File: config.mk
export PLATFORM = sky130hd
export DESIGN_NAME = cc_driver_input_conditioner
export DESIGN_NICKNAME = d
export VERILOG_FILES = /design/src/rtl/cc_driver_input_conditioner.sv
export SDC_FILE = /design/constraint.sdc
export NUM_CORES = 1
export LEC_CHECK = 0
export ABC_AREA = 0
export CELL_PAD_IN_SITES_DETAIL_PLACEMENT = 1
export CELL_PAD_IN_SITES_GLOBAL_PLACEMENT = 2
export CORE_MARGIN = 8
export CORE_UTILIZATION = 35
export DETAILED_ROUTE_END_ITERATION = 8
export PLACE_DENSITY = 0.73
export SLEW_MARGIN = 30
export SYNTH_ARGS = -nofsm -noshare
export SYNTH_HDL_FRONTEND = slang
export SYNTH_SLANG_ARGS = --single-unit
File: constraint.sdc
create_clock -name clock -period 1.6 [get_ports clock]
set_clock_uncertainty 0.1 [all_clocks]
set_input_delay 0.32 -clock clock [delete_from_list [all_inputs] [get_ports clock]]
set_output_delay 0.32 -clock clock [all_outputs]
set_load 0.02 [all_outputs]
File: src/rtl/cc_driver_input_conditioner.sv
// rtl/cc_driver_input_conditioner.sv - sync, debounce and pulse shaping of raw cruise-control driver inputs
// Brake dominates all commands; accel/coast auto-repeat; cancel > set > resume.
module cc_driver_input_conditioner #(
    parameter int DEBOUNCE_CYCLES = 4,
    parameter int REPEAT_DELAY    = 16,
    parameter int REPEAT_RATE     = 4,
    parameter int CNT_W           = 8
) (
    input  logic clock,
    input  logic reset,
    input  logic throttle_raw,
    input  logic brake_raw,
    input  logic set_raw,
    input  logic resume_raw,
    input  logic cancel_raw,
    input  logic accel_raw,
    input  logic coast_raw,
    output logic throttle,
    output logic brake,
    output logic set,
    output logic resume,
    output logic cancel,
    output logic accel,
    output logic coast,
    output logic input_fault
);

    localparam int N_IN  = 7;
    localparam int I_THR = 0;
    localparam int I_BRK = 1;
    localparam int I_SET = 2;
    localparam int I_RES = 3;
    localparam int I_CAN = 4;
    localparam int I_ACC = 5;
    localparam int I_COA = 6;

    localparam logic [CNT_W-1:0] CNT_MAX  = '1;
    localparam logic [CNT_W-1:0] DB_LIM   = CNT_W'(DEBOUNCE_CYCLES);
    localparam logic [CNT_W-1:0] RPT_DLY  = CNT_W'(REPEAT_DELAY);
    localparam logic [CNT_W-1:0] RPT_RATE = CNT_W'(REPEAT_RATE);

    typedef enum logic [1:0] {RELEASED, WAIT, REPEAT, BLOCKED} rep_state_e;

    function automatic logic [CNT_W-1:0] sat_inc(input logic [CNT_W-1:0] v);
        return (v == CNT_MAX) ? v : v + 1'b1;
    endfunction

    logic [N_IN-1:0] raw, sync1_q, sync2_q, deb_q, deb_d;
    logic [2:0]      cmd_prev_q;
    logic [1:0]      rep_pulse;
    logic [7:0]      out_q, out_d;
    logic            brake_lvl, rise_set, rise_res, rise_can, cancel_pulse;

    assign raw = {coast_raw, accel_raw, cancel_raw, resume_raw, set_raw, brake_raw, throttle_raw};

    for (genvar g = 0; g < N_IN; g++) begin : g_deb
        logic [CNT_W-1:0] cnt_q, cnt_d;
        logic             deb_nxt;

        // Any mismatch run shorter than the limit falls back to zero when sync agrees again.
        always_comb begin
            cnt_d   = '0;
            deb_nxt = deb_q[g];
            if (sync2_q[g] != deb_q[g]) begin
                cnt_d = sat_inc(cnt_q);
                if (cnt_d >= DB_LIM) begin
                    deb_nxt = sync2_q[g];
                    cnt_d   = '0;
                end
            end
        end

        always_ff @(posedge clock) begin
            if (reset) begin
                cnt_q <= '0;
            end else begin
                cnt_q <= cnt_d;
            end
        end

        assign deb_d[g] = deb_nxt;
    end

    for (genvar g = 0; g < 2; g++) begin : g_rep
        rep_state_e       state_q, state_d;
        logic [CNT_W-1:0] cnt_q, cnt_d;
        logic             pulse;

        always_comb begin
            state_d = state_q;
            cnt_d   = sat_inc(cnt_q);
            pulse   = 1'b0;
            if (!deb_q[I_ACC+g]) begin
                state_d = RELEASED;
                cnt_d   = '0;
            end else if (deb_q[I_ACC] && deb_q[I_COA]) begin
                state_d = BLOCKED;
                cnt_d   = '0;
            end else begin
                unique case (state_q)
                    RELEASED: begin
                        state_d = WAIT;
                        cnt_d   = '0;
                        pulse   = 1'b1;
                    end
                    WAIT: begin
                        if (cnt_d >= RPT_DLY) begin
                            state_d = REPEAT;
                            cnt_d   = '0;
                            pulse   = 1'b1;
                        end
                    end
                    REPEAT: begin
                        if (cnt_d >= RPT_RATE) begin
                            cnt_d = '0;
                            pulse = 1'b1;
                        end
                    end
                    BLOCKED: cnt_d = '0;
                    default: state_d = RELEASED;
                endcase
            end
        end

        always_ff @(posedge clock) begin
            if (reset) begin
                state_q <= RELEASED;
                cnt_q   <= '0;
            end else begin
                state_q <= state_d;
                cnt_q   <= cnt_d;
            end
        end

        assign rep_pulse[g] = pulse;
    end

    assign brake_lvl    = deb_q[I_BRK];
    assign rise_set     = deb_q[I_SET] & ~cmd_prev_q[0];
    assign rise_res     = deb_q[I_RES] & ~cmd_prev_q[1];
    assign rise_can     = deb_q[I_CAN] & ~cmd_prev_q[2];
    assign cancel_pulse = rise_can & ~brake_lvl;

    always_comb begin
        out_d    = '0;
        out_d[0] = deb_q[I_THR] & ~brake_lvl;
        out_d[1] = brake_lvl;
        out_d[2] = rise_set & ~rise_can & ~brake_lvl;
        out_d[3] = rise_res & ~rise_set & ~rise_can & ~brake_lvl;
        out_d[4] = cancel_pulse;
        out_d[5] = rep_pulse[0] & ~cancel_pulse & ~brake_lvl;
        out_d[6] = rep_pulse[1] & ~cancel_pulse & ~brake_lvl;
        out_d[7] = (deb_q[I_ACC] & deb_q[I_COA]) | (deb_q[I_SET] & deb_q[I_RES]);
    end

    always_ff @(posedge clock) begin
        if (reset) begin
            sync1_q    <= '0;
            sync2_q    <= '0;
            deb_q      <= '0;
            cmd_prev_q <= '0;
            out_q      <= '0;
        end else begin
            sync1_q    <= raw;
            sync2_q    <= sync1_q;
            deb_q      <= deb_d;
            cmd_prev_q <= {deb_q[I_CAN], deb_q[I_RES], deb_q[I_SET]};
            out_q      <= out_d;
        end
    end

    assign throttle    = out_q[0];
    assign brake       = out_q[1];
    assign set         = out_q[2];
    assign resume      = out_q[3];
    assign cancel      = out_q[4];
    assign accel       = out_q[5];
    assign coast       = out_q[6];
    assign input_fault = out_q[7];

endmodule
Word-level counts from Yosys, hierarchy flattened
Index checks and enable logic that the tools add are counted.

storage, ports and cells
  logic and storage cells = 157
  output and inout bits = 8
  flip-flop bits (word level) = 108

cells by class
  eq/ne operators = 24
  reductions and logical operators = 27
  $lt $le $gt $ge = 11
  add/subtract/negate cells = 9
  multiplexer cells = 31
  bitwise gates (word level) = 33

operator list
  kind                                                                   count
  8-bit two-way mux                                                      13
  8-bit by 1-bit adder with 8-bit output, second input constant          9
  8-bit == test, second input constant                                   9
  8-bit by 3-bit >= comparator with 1-bit output, second input constant  9
  8-bit case mux with 3 select lines                                     2
  3-bit OR reduction                                                     9
  2-bit AND reduction                                                    9
  1-bit AND                                                              16
  8-bit by 5-bit >= comparator with 1-bit output, second input constant  2
  1-bit NOT                                                              16
  2-bit == test, second input constant                                   4
  1-bit two-way mux                                                      8
  2-bit two-way mux                                                      4
  2-bit case mux with 2 select lines                                     2
  2-bit OR reduction                                                     4
  1-bit != test                                                          7
  3-bit != test, second input constant                                   2
  1-bit case mux with 3 select lines                                     2
  3-bit nonzero test                                                     2
  2-bit by 1-bit == test with 1-bit output, second input constant        2
  2-bit logical NOT                                                      2
  1-bit logical AND                                                      1
  1-bit bitwise OR                                                       1

Longest topological paths before layout
Gate-level depths: netlist of the first run.

  depth in word-level cells = 9
  depth in mapped cells = 6
  gate-level depth less buffers = 6

Least setup slack after synthesis of the first run
No wires, ideal clock.

  path kind = register to register
  from = reg g_rep[0].cnt_q[0]
  to = reg g_rep[0].cnt_q[3]
  stages on the path, launching flop included = 7
  arrival time = 1.612 ns
  path buffers = 0
  clock period less this slack = 1.800 ns
  slack = -0.200 ns
  data required time = 1.412 ns
  cells stage by stage = dfxtp_1 -> ha_1 -> and3_1 -> nand3_2 -> a2111oi_4 -> nand2_2 -> nor4_2

on the way
  cells in the longest elaborated chain, start to end = 5

RTL lines
  element                                                                                                           RTL line  source
  from (decl)                                                                                                       86        logic [CNT_W-1:0] cnt_q, cnt_d;
  from (signal assigned)                                                                                            131       cnt_q <= cnt_d;
  8-bit by 1-bit adder with 8-bit output or 8-bit == test (tied branches)                                           45        return (v == CNT_MAX) ? v : v + 1'b1;
  8-bit two-way mux (*)                                                                                             45
  8-bit by 3-bit >= comparator with 1-bit output or 8-bit by 5-bit >= comparator with 1-bit output (tied branches)  114, 107
  8-bit two-way mux (on tied branches)                                                                              114, 107
  8-bit case mux with 3 select lines (*)                                                                            100       unique case (state_q)

Every way passes the cells marked *; elsewhere a longest branch is shown, timed or not.
A chain may end at the register's enable or synchronous reset.

Worst setup path after layout of the first run
  from = reg g_rep[0].cnt_q[0]
  to = reg out_q[5]

on the way
  cells in the longest elaborated chain, start to end = 9

RTL lines
  element                                                                                                           RTL line  source
  8-bit by 1-bit adder with 8-bit output or 8-bit == test (tied branches)                                           45
  8-bit two-way mux (*)                                                                                             45
  8-bit by 3-bit >= comparator with 1-bit output or 8-bit by 5-bit >= comparator with 1-bit output (tied branches)  114, 107
  1-bit two-way mux (on tied branches)                                                                              114, 107
  1-bit case mux with 3 select lines (*)                                                                            100
  1-bit two-way mux (*)                                                                                             96        end else if (deb_q[I_ACC] && deb_q[I_COA]) begin
  1-bit two-way mux (*)                                                                                             93        if (!deb_q[I_ACC+g]) begin
  1-bit AND (*) (2 in series)                                                                                       151       out_d[5] = rep_pulse[0] & ~cancel_pulse & ~brake_lvl;
  to (signal assigned)                                                                                              168       out_q <= out_d;
  to (decl)                                                                                                         51        logic [7:0] out_q, out_d;

Marked as above.

==> reports/results.tsv, run 1 <==
metric	value	unit
clk sinks	108	
Setup-failing EPs final	13	
Post-Synthesis Cells	380	
critical setup path kind	register to register	
Total Routing Usage GR	11.7	%
average cell area after synthesis	10.4	sq um
number of levels the H-tree was split into	3	
starting density of the core	36.0	%
post-synth cell types	52	
warning count from the yosys run	0	
via count	3019	
number of global-route vias before repair	3042	
clock latency reported for the late side of the worst-skew pair	0.34	ns
HPWL reported at the end of detailed placement	5820	um
RR Endpoint	out_q[5]	
reg2reg setup slack	-0.16	ns
TritonRoute pass-1 iters	4	
Initial DRC Count	81	
least setup slack across all paths after layout	-0.164	ns
Core Footprint	10900	sq um
Die ar.	14900	sq um
fraction of registers with async set/reset	0	%
type of destination of the critical path	register	
proportion of netlist area held by the largest area contributor	54.9	%
most frequent standard cell in the layout excluding fill and tap cells	dfxtp_1	
remaining global-route overflow	0	
most frequent cells in the layout	dfxtp_1, conb_1, buf_4	
unrepaired setup endpoints after global routing	yes	
ANT nets after route	0	
final hold violations	0	
global routing met2 resource utilization	20.4	%
Tightest Hold Check Type	register to register	
Setup Total Neg Slack	-1.00	ns
violated checks	setup timing	
final weighted congestion in routability-driven placement	0.817	
number of register bits inferred by synthesis	108	
# IOs	17	
area growth from synthesis to layout	42.6	%
highest net fanout along the worst path	4	
worst setup path start	g_rep[0].cnt_q[0]	
Tcrit/Tclk final	110	%
number of buffers on the longest clock path	2	
crit start category	register	
clk root buf	clkbuf_16	
final critical delay including setup and external delays	1.76	ns
result of the run	complete, but fails checks	
worst reg2reg startpoint	g_rep[0].cnt_q[0]	
routed wire length per instance	13.0	um
area leader, netlist	dfxtp_1	
number of synthesized flops with an enable pin	0	
cell types occupying the most area after synthesis	dfxtp_1, mux2i_1, nor2b_1	
drt drc	0	
cell area after synthesis	3940	sq um
max cap viols	0	
worst setup slack after placement	-0.198	ns
number of CTS-inserted buffers	9	
Data arrival, critical path	1.90	ns
TritonCTS clock tree	yes	
GR met1 Demand/Resource	13.5	%
die span in y	122	um
antenna diode instance count	0	
total power per unit cell area	916	nW/um^2
proportion of synthesized chip area in sequential cells	54.9	%
highest ir drop seen on vdd	471	uV
highest achievable clock rate	567	MHz
Top Usage Layer GRT	met2	
number of antenna violations at the first check in global routing	0	
Worst setup endpoint	out_q[5]	
first-pass GRT wire length	14100	um
global routing usage on met3	2.59	%
fraction of layout instances using a drive strength above 1	30.5	%
post-layout net count	518	
clock transition time at the flip-flop clock pins of the worst setup and hold paths	0.07	ns
horizontal die dimension	122	um
largest net degree at the start of global routing	21	
pins over their slew limit	0	
# port buffers	16	
routed wire length	8350	um
most used flip-flop cell after synthesis	dfxtp_1	
mean number of vias per cell	4.68	
Static Leakage	0.00226	uW
Worst Reg2Reg Path Length in Cells	7	
WP data required	1.73	ns
cell row count	38	
-- cell families (layout without fill, tap and decap cells) --
kind of cell / Yosys count / after routing / share of synthesized area [%]
compound gates: 57 / 57 / 10.4
xor+xnor: 19 / 19 / 4.22
fa+ha+maj: 9 / 9 / 2.86
buf+inv: 9 / 85 / 0.858
flops: 108 / 108 / 54.9
mux: 18 / 18 / 4.64
other cells: 1 / 50 / 0.0952
simple gates: 159 / 159 / 22.1
-- through the flow --
step                area [sq um]  hold slack, ns  util (%)  total power (uW)  instances
detailed placement          4780           0.284      43.8              3090        615
global route                5620           0.309      51.4              5380        645
floorplan                   4200           0.274         -              3000        429
CTS                         5320           0.290      48.7              5210        640
finish                      5620           0.298      51.4              5140        645
global placement            4780           0.282      43.8              3080        615
-- critical path, cell delays in order (launching register included) --
cell	delay, ns
dfxtp_4	0.36
ha_4	0.14
and3_4	0.19
nand3_4	0.07
a2111oi_4	0.33
buf_4	0.20
nand3_2	0.06
and4_1	0.20
-- cells in the mapped netlist, drive strengths merged, types with 2 or more instances --
cell / count
a2111oi: 3
and3: 5
dfxtp: 108
nor3: 10
and2: 7
nor2: 34
nor4: 7
clkbuf: 4
nand3: 15
xnor2: 7
a21oi: 16
and4: 4
a211oi: 4
nor2b: 24
o32ai: 2
inv: 5
nand2: 21
nand4: 10
ha: 9
a21boi: 2
xor2: 12
or3: 5
a31oi: 6
or4: 2
o21ai: 10
nand2b: 12
mux2i: 16
o21a: 2
mux2: 2
-- flip-flops by register name, summed over array words and instances (netlist names) --
name,count
g_rep.cnt_q,16
g_deb.cnt_q,56
sync2_q,7
deb_q,7
cmd_prev_q,3
sync1_q,7
g_rep.state_q,4
out_q,8
-- layout make-up --
type / instances / area, sq um
Multi-Input combinational cell: 312 / 2400
Clock inverter: 1 / 5.00
Fill cell: 1209 / 5320
Inverter: 5 / 18.8
Timing Repair Buffer: 64 / 539
Sequential cell: 108 / 2200
Tap cell: 140 / 175
Clock buffer: 15 / 278
-- how the worst min path moves through the flow --
stage / startpoint / endpoint / slack (ns) / cells past startpoint
2_1_floorplan: cmd_prev_q[1] / out_q[3] / 0.27 / 1
3_3_place_gp: cmd_prev_q[1] / out_q[3] / 0.28 / 1
3_5_place_dp: cmd_prev_q[1] / out_q[3] / 0.28 / 1
4_1_cts: cmd_prev_q[1] / out_q[3] / 0.29 / 1
5_1_grt: cmd_prev_q[1] / out_q[3] / 0.31 / 1
6_report: cmd_prev_q[1] / out_q[3] / 0.30 / 1
-- where the power goes --
part	internal, uW	leakage, uW	total [uW]	switching (uW)
Sequential	2770	0.000903	2850	76.3
Combinational	110	0.00121	214	104
Clock	1180	0.000140	2080	897
Total	4070	0.00226	5140	1080
-- repair_timing --
action                     in CTS  in global routing
hold buffers                    0                  0
setup endpoints to repair      36                 33
buffers inserted                9                  5
gates resized for setup        49                 59
pin swaps                      23                 25
hold endpoints to repair        0                  0
-- layer usage --
metal | vias to the layer above | part of all wire (%)
li1 | 1545 | -
met1 | 1442 | 45
met2 | 22 | 51
met3 | 10 | 2.4
met4 | 0 | 1.7
met5 | - | 0
Note: power is estimated with default switching activity, not from simulation.
==> run 2: changes to the inputs <==
Settings changed: CORE_ASPECT_RATIO set to 0.8.
==> run 2 against run 1 <==
Net effect: the flow still finishes with violations (setup timing); critical endpoint unchanged; largest cell class unchanged; critical path type unchanged; die area rose by 0.14%; power down 0.59%; count of clock-buffer cells in the layout decreased by 4; largest power group unchanged.
==> reports/results.tsv, run 2 (synthesis results as in run 1) <==
metric	value	unit	change
result of the run	complete, but fails checks		unchanged
violated checks	setup timing		unchanged
number of global-route vias before repair	3129		was 3,042
routed wire length	8480	um	was 8350 um
depth of the critical timing path with buffers and inverters included	7		unchanged
post-layout net count	527		was 518
longest individual stage delay on the worst path	0.36	ns	about the same
Initial DRC Count	72		was 81
instance count after placement with tap cells included	629		was 615
unrepaired setup endpoints after global routing	yes		unchanged
cell at the slowest stage of the critical path	dfxtp_4		unchanged
critical setup path kind	register to register		unchanged
max cap viols	0		unchanged
die span in y	111	um	was 122 um
crit path cell chain	ha_4 > and3_4 > nand3_4 > a2111oi_4 > buf_4 > o21ai_0 > and4_1		was ha_4 > and3_4 > nand3_4 > a2111oi_4 > buf_4 > nand3_2 > and4_1
WP data required	1.73	ns	about the same
clock transition time at the flip-flop clock pins of the worst setup and hold paths	0.07	ns	about the same
most frequent cells in the layout	dfxtp_1, buf_4, conb_1		was dfxtp_1, conb_1, buf_4
remaining global-route overflow	0		unchanged
most frequent standard cell in the layout excluding fill and tap cells	dfxtp_1		unchanged
number of buffers on the longest clock path	2		unchanged
Static Leakage	0.00229	uW	was 0.00226 uW
clock latency reported for the late side of the worst-skew pair	0.34	ns	about the same
final critical delay including setup and external delays	1.79	ns	was 1.76 ns
worst setup path start	g_rep[0].cnt_q[1]		was g_rep[0].cnt_q[0]
antenna diode instance count	0		unchanged
worst reg2reg startpoint	g_rep[0].cnt_q[1]		was g_rep[0].cnt_q[0]
final weighted congestion in routability-driven placement	0.747		was 0.817
first-pass GRT wire length	14500	um	was 14,100 um
area growth from synthesis to layout	42.8	%	was 42.6%
clk root buf	clkbuf_16		unchanged
non-filler instance count after layout	658		was 645
number of levels the H-tree was split into	3		unchanged
Total Routing Usage GR	11.7	%	about the same
Worst setup endpoint	out_q[5]		unchanged
drt drc	0		unchanged
# IOs	17		unchanged
horizontal die dimension	135	um	was 122 um
Data arrival, critical path	1.92	ns	was 1.90 ns
largest net degree at the start of global routing	18		was 21
Worst Reg2Reg Path Length in Cells	7		unchanged
mean number of vias per cell	4.58		was 4.68
TritonRoute pass-1 iters	4		unchanged
hold_ws	0.299	ns	was 0.298 ns
number of CTS-inserted buffers	9		unchanged
highest achievable clock rate	558	MHz	was 567 MHz
pins over their slew limit	0		unchanged
routed wire length per instance	12.9	um	was 13.0 um
Setup-failing EPs final	19		was 13
flip-flop count of the largest register after layout	56		unchanged
cell type group with the largest total delay on the critical path	simple AND/OR/NAND/NOR gates		unchanged
largest register by flop count	g_deb.cnt_q		unchanged
final non-filler cell area	5620	sq um	about the same
reg2reg setup slack	-0.19	ns	was -0.16 ns
starting density of the core	36.0	%	about the same
number of buffers inserted for hold repair after clock tree synthesis	0		unchanged
total power	5110	uW	was 5140 uW
HPWL reported at the end of detailed placement	5920	um	was 5820 um
Tightest Hold Check Type	register to register		unchanged
Setup Total Neg Slack	-1.21	ns	was -1.00 ns
highest ir drop seen on vdd	682	uV	was 471 uV
ANT nets after route	0		unchanged
type of destination of the critical path	register		unchanged
RR Endpoint	out_q[5]		unchanged
largest registers ranked by flip-flop count	g_deb.cnt_q x56, g_rep.cnt_q x16, out_q x8		unchanged
WP buf/inv	1		unchanged
Tcrit/Tclk final	112	%	was 110%
crit start category	register		unchanged
fill cell total of the finished layout	1209		unchanged
Die ar.	14900	sq um	about the same
least setup slack across all paths after layout	-0.191	ns	was -0.164 ns
number of antenna violations at the first check in global routing	0		unchanged
TritonCTS clock tree	yes		unchanged
Core Footprint	10900	sq um	about the same
total power per unit cell area	909	nW/um^2	was 916 nW/um^2
highest net fanout along the worst path	4		unchanged
cell row count	34		was 38
# port buffers	16		unchanged
via count	3016		was 3,019
Cell Area, Placed	4850	sq um	was 4780 sq um
clk sinks	108		unchanged
final hold violations	0		unchanged
fraction of layout instances using a drive strength above 1	30.2	%	was 30.5%
run 2: changes by cell type in the layout (fill, tap and decap cells not counted), moves of 3 or more:
cell | before | now
nor2_1 | 25 | 31
nor2_4 | 3 | 0
nor2_2 | 6 | 3
o21ai_2 | 6 | 2
buf_6 | 1 | 6
buf_4 | 45 | 51
nor3_2 | 4 | 7
o21ai_0 | 2 | 5
run 2: area by class of cell:
type | instances | area [sq um] | area share [%]
Tap cell | 144 | 180 | 3.20
Multi-Input combinational cell | 312 | 2340 | 41.6
Clock inverter | 5 | 33.8 | 0.601
Inverter | 5 | 18.8 | 0.334
Timing Repair Buffer | 73 | 601 | 10.7
Clock buffer | 11 | 243 | 4.32
Sequential cell | 108 | 2210 | 39.2
run 2: timing repair:
action / in CTS / in global routing
pin swaps: 34 / 18
buffers inserted: 8 / 6
setup endpoints to repair: 37 / 35
gates resized for setup: 52 / 47
run 2: worst min-delay path by stage:
stage,endpoint,start,slack [ns],depth (start not counted)
3_3_place_gp,out_q[3],cmd_prev_q[1],0.29,1
4_1_cts,out_q[3],cmd_prev_q[1],0.30,1
6_report,out_q[3],cmd_prev_q[1],0.30,1
2_1_floorplan,out_q[3],cmd_prev_q[1],0.27,1
3_5_place_dp,out_q[3],cmd_prev_q[1],0.29,1
5_1_grt,out_q[3],cmd_prev_q[1],0.32,1
run 2: layer usage:
layer	GRT usage (%)	vias to the layer above	wire length, um
met5	0	-	0
met4	4.03	0	130
met3	3.22	10	234
met2	18.3	21	3960
met1	15.2	1430	4160
li1	-	1555	-
run 2: power breakdown:
| part | switching (uW) | internal [uW] | total, uW |
|---|---|---|---|
| registers | 74.3 | 2770 | 2850 |
| clock network | 944 | 1100 | 2050 |
| logic | 107 | 116 | 222 |
run 2: stage by stage:
| step | setup WS (ns) | utilization [%] |
|---|---|---|
| final | -0.191 | 51.4 |
| after global routing | -0.270 | 51.4 |
| after CTS | -0.159 | 49.3 |
| after detailed placement | -0.189 | 44.4 |
| after global placement | -0.141 | 44.4 |
| after floorplan | -0.102 | - |
run 2: worst register-to-register path: cells and delay by family, from the launching register on:
family / cells / cell delay [ns]
adders and majority gates: 1 / 0.15
AOI/OAI and AO/OA: 2 / 0.41
buffers and inverters: 1 / 0.19
and+or+nand+nor: 3 / 0.48
DFF: 1 / 0.36
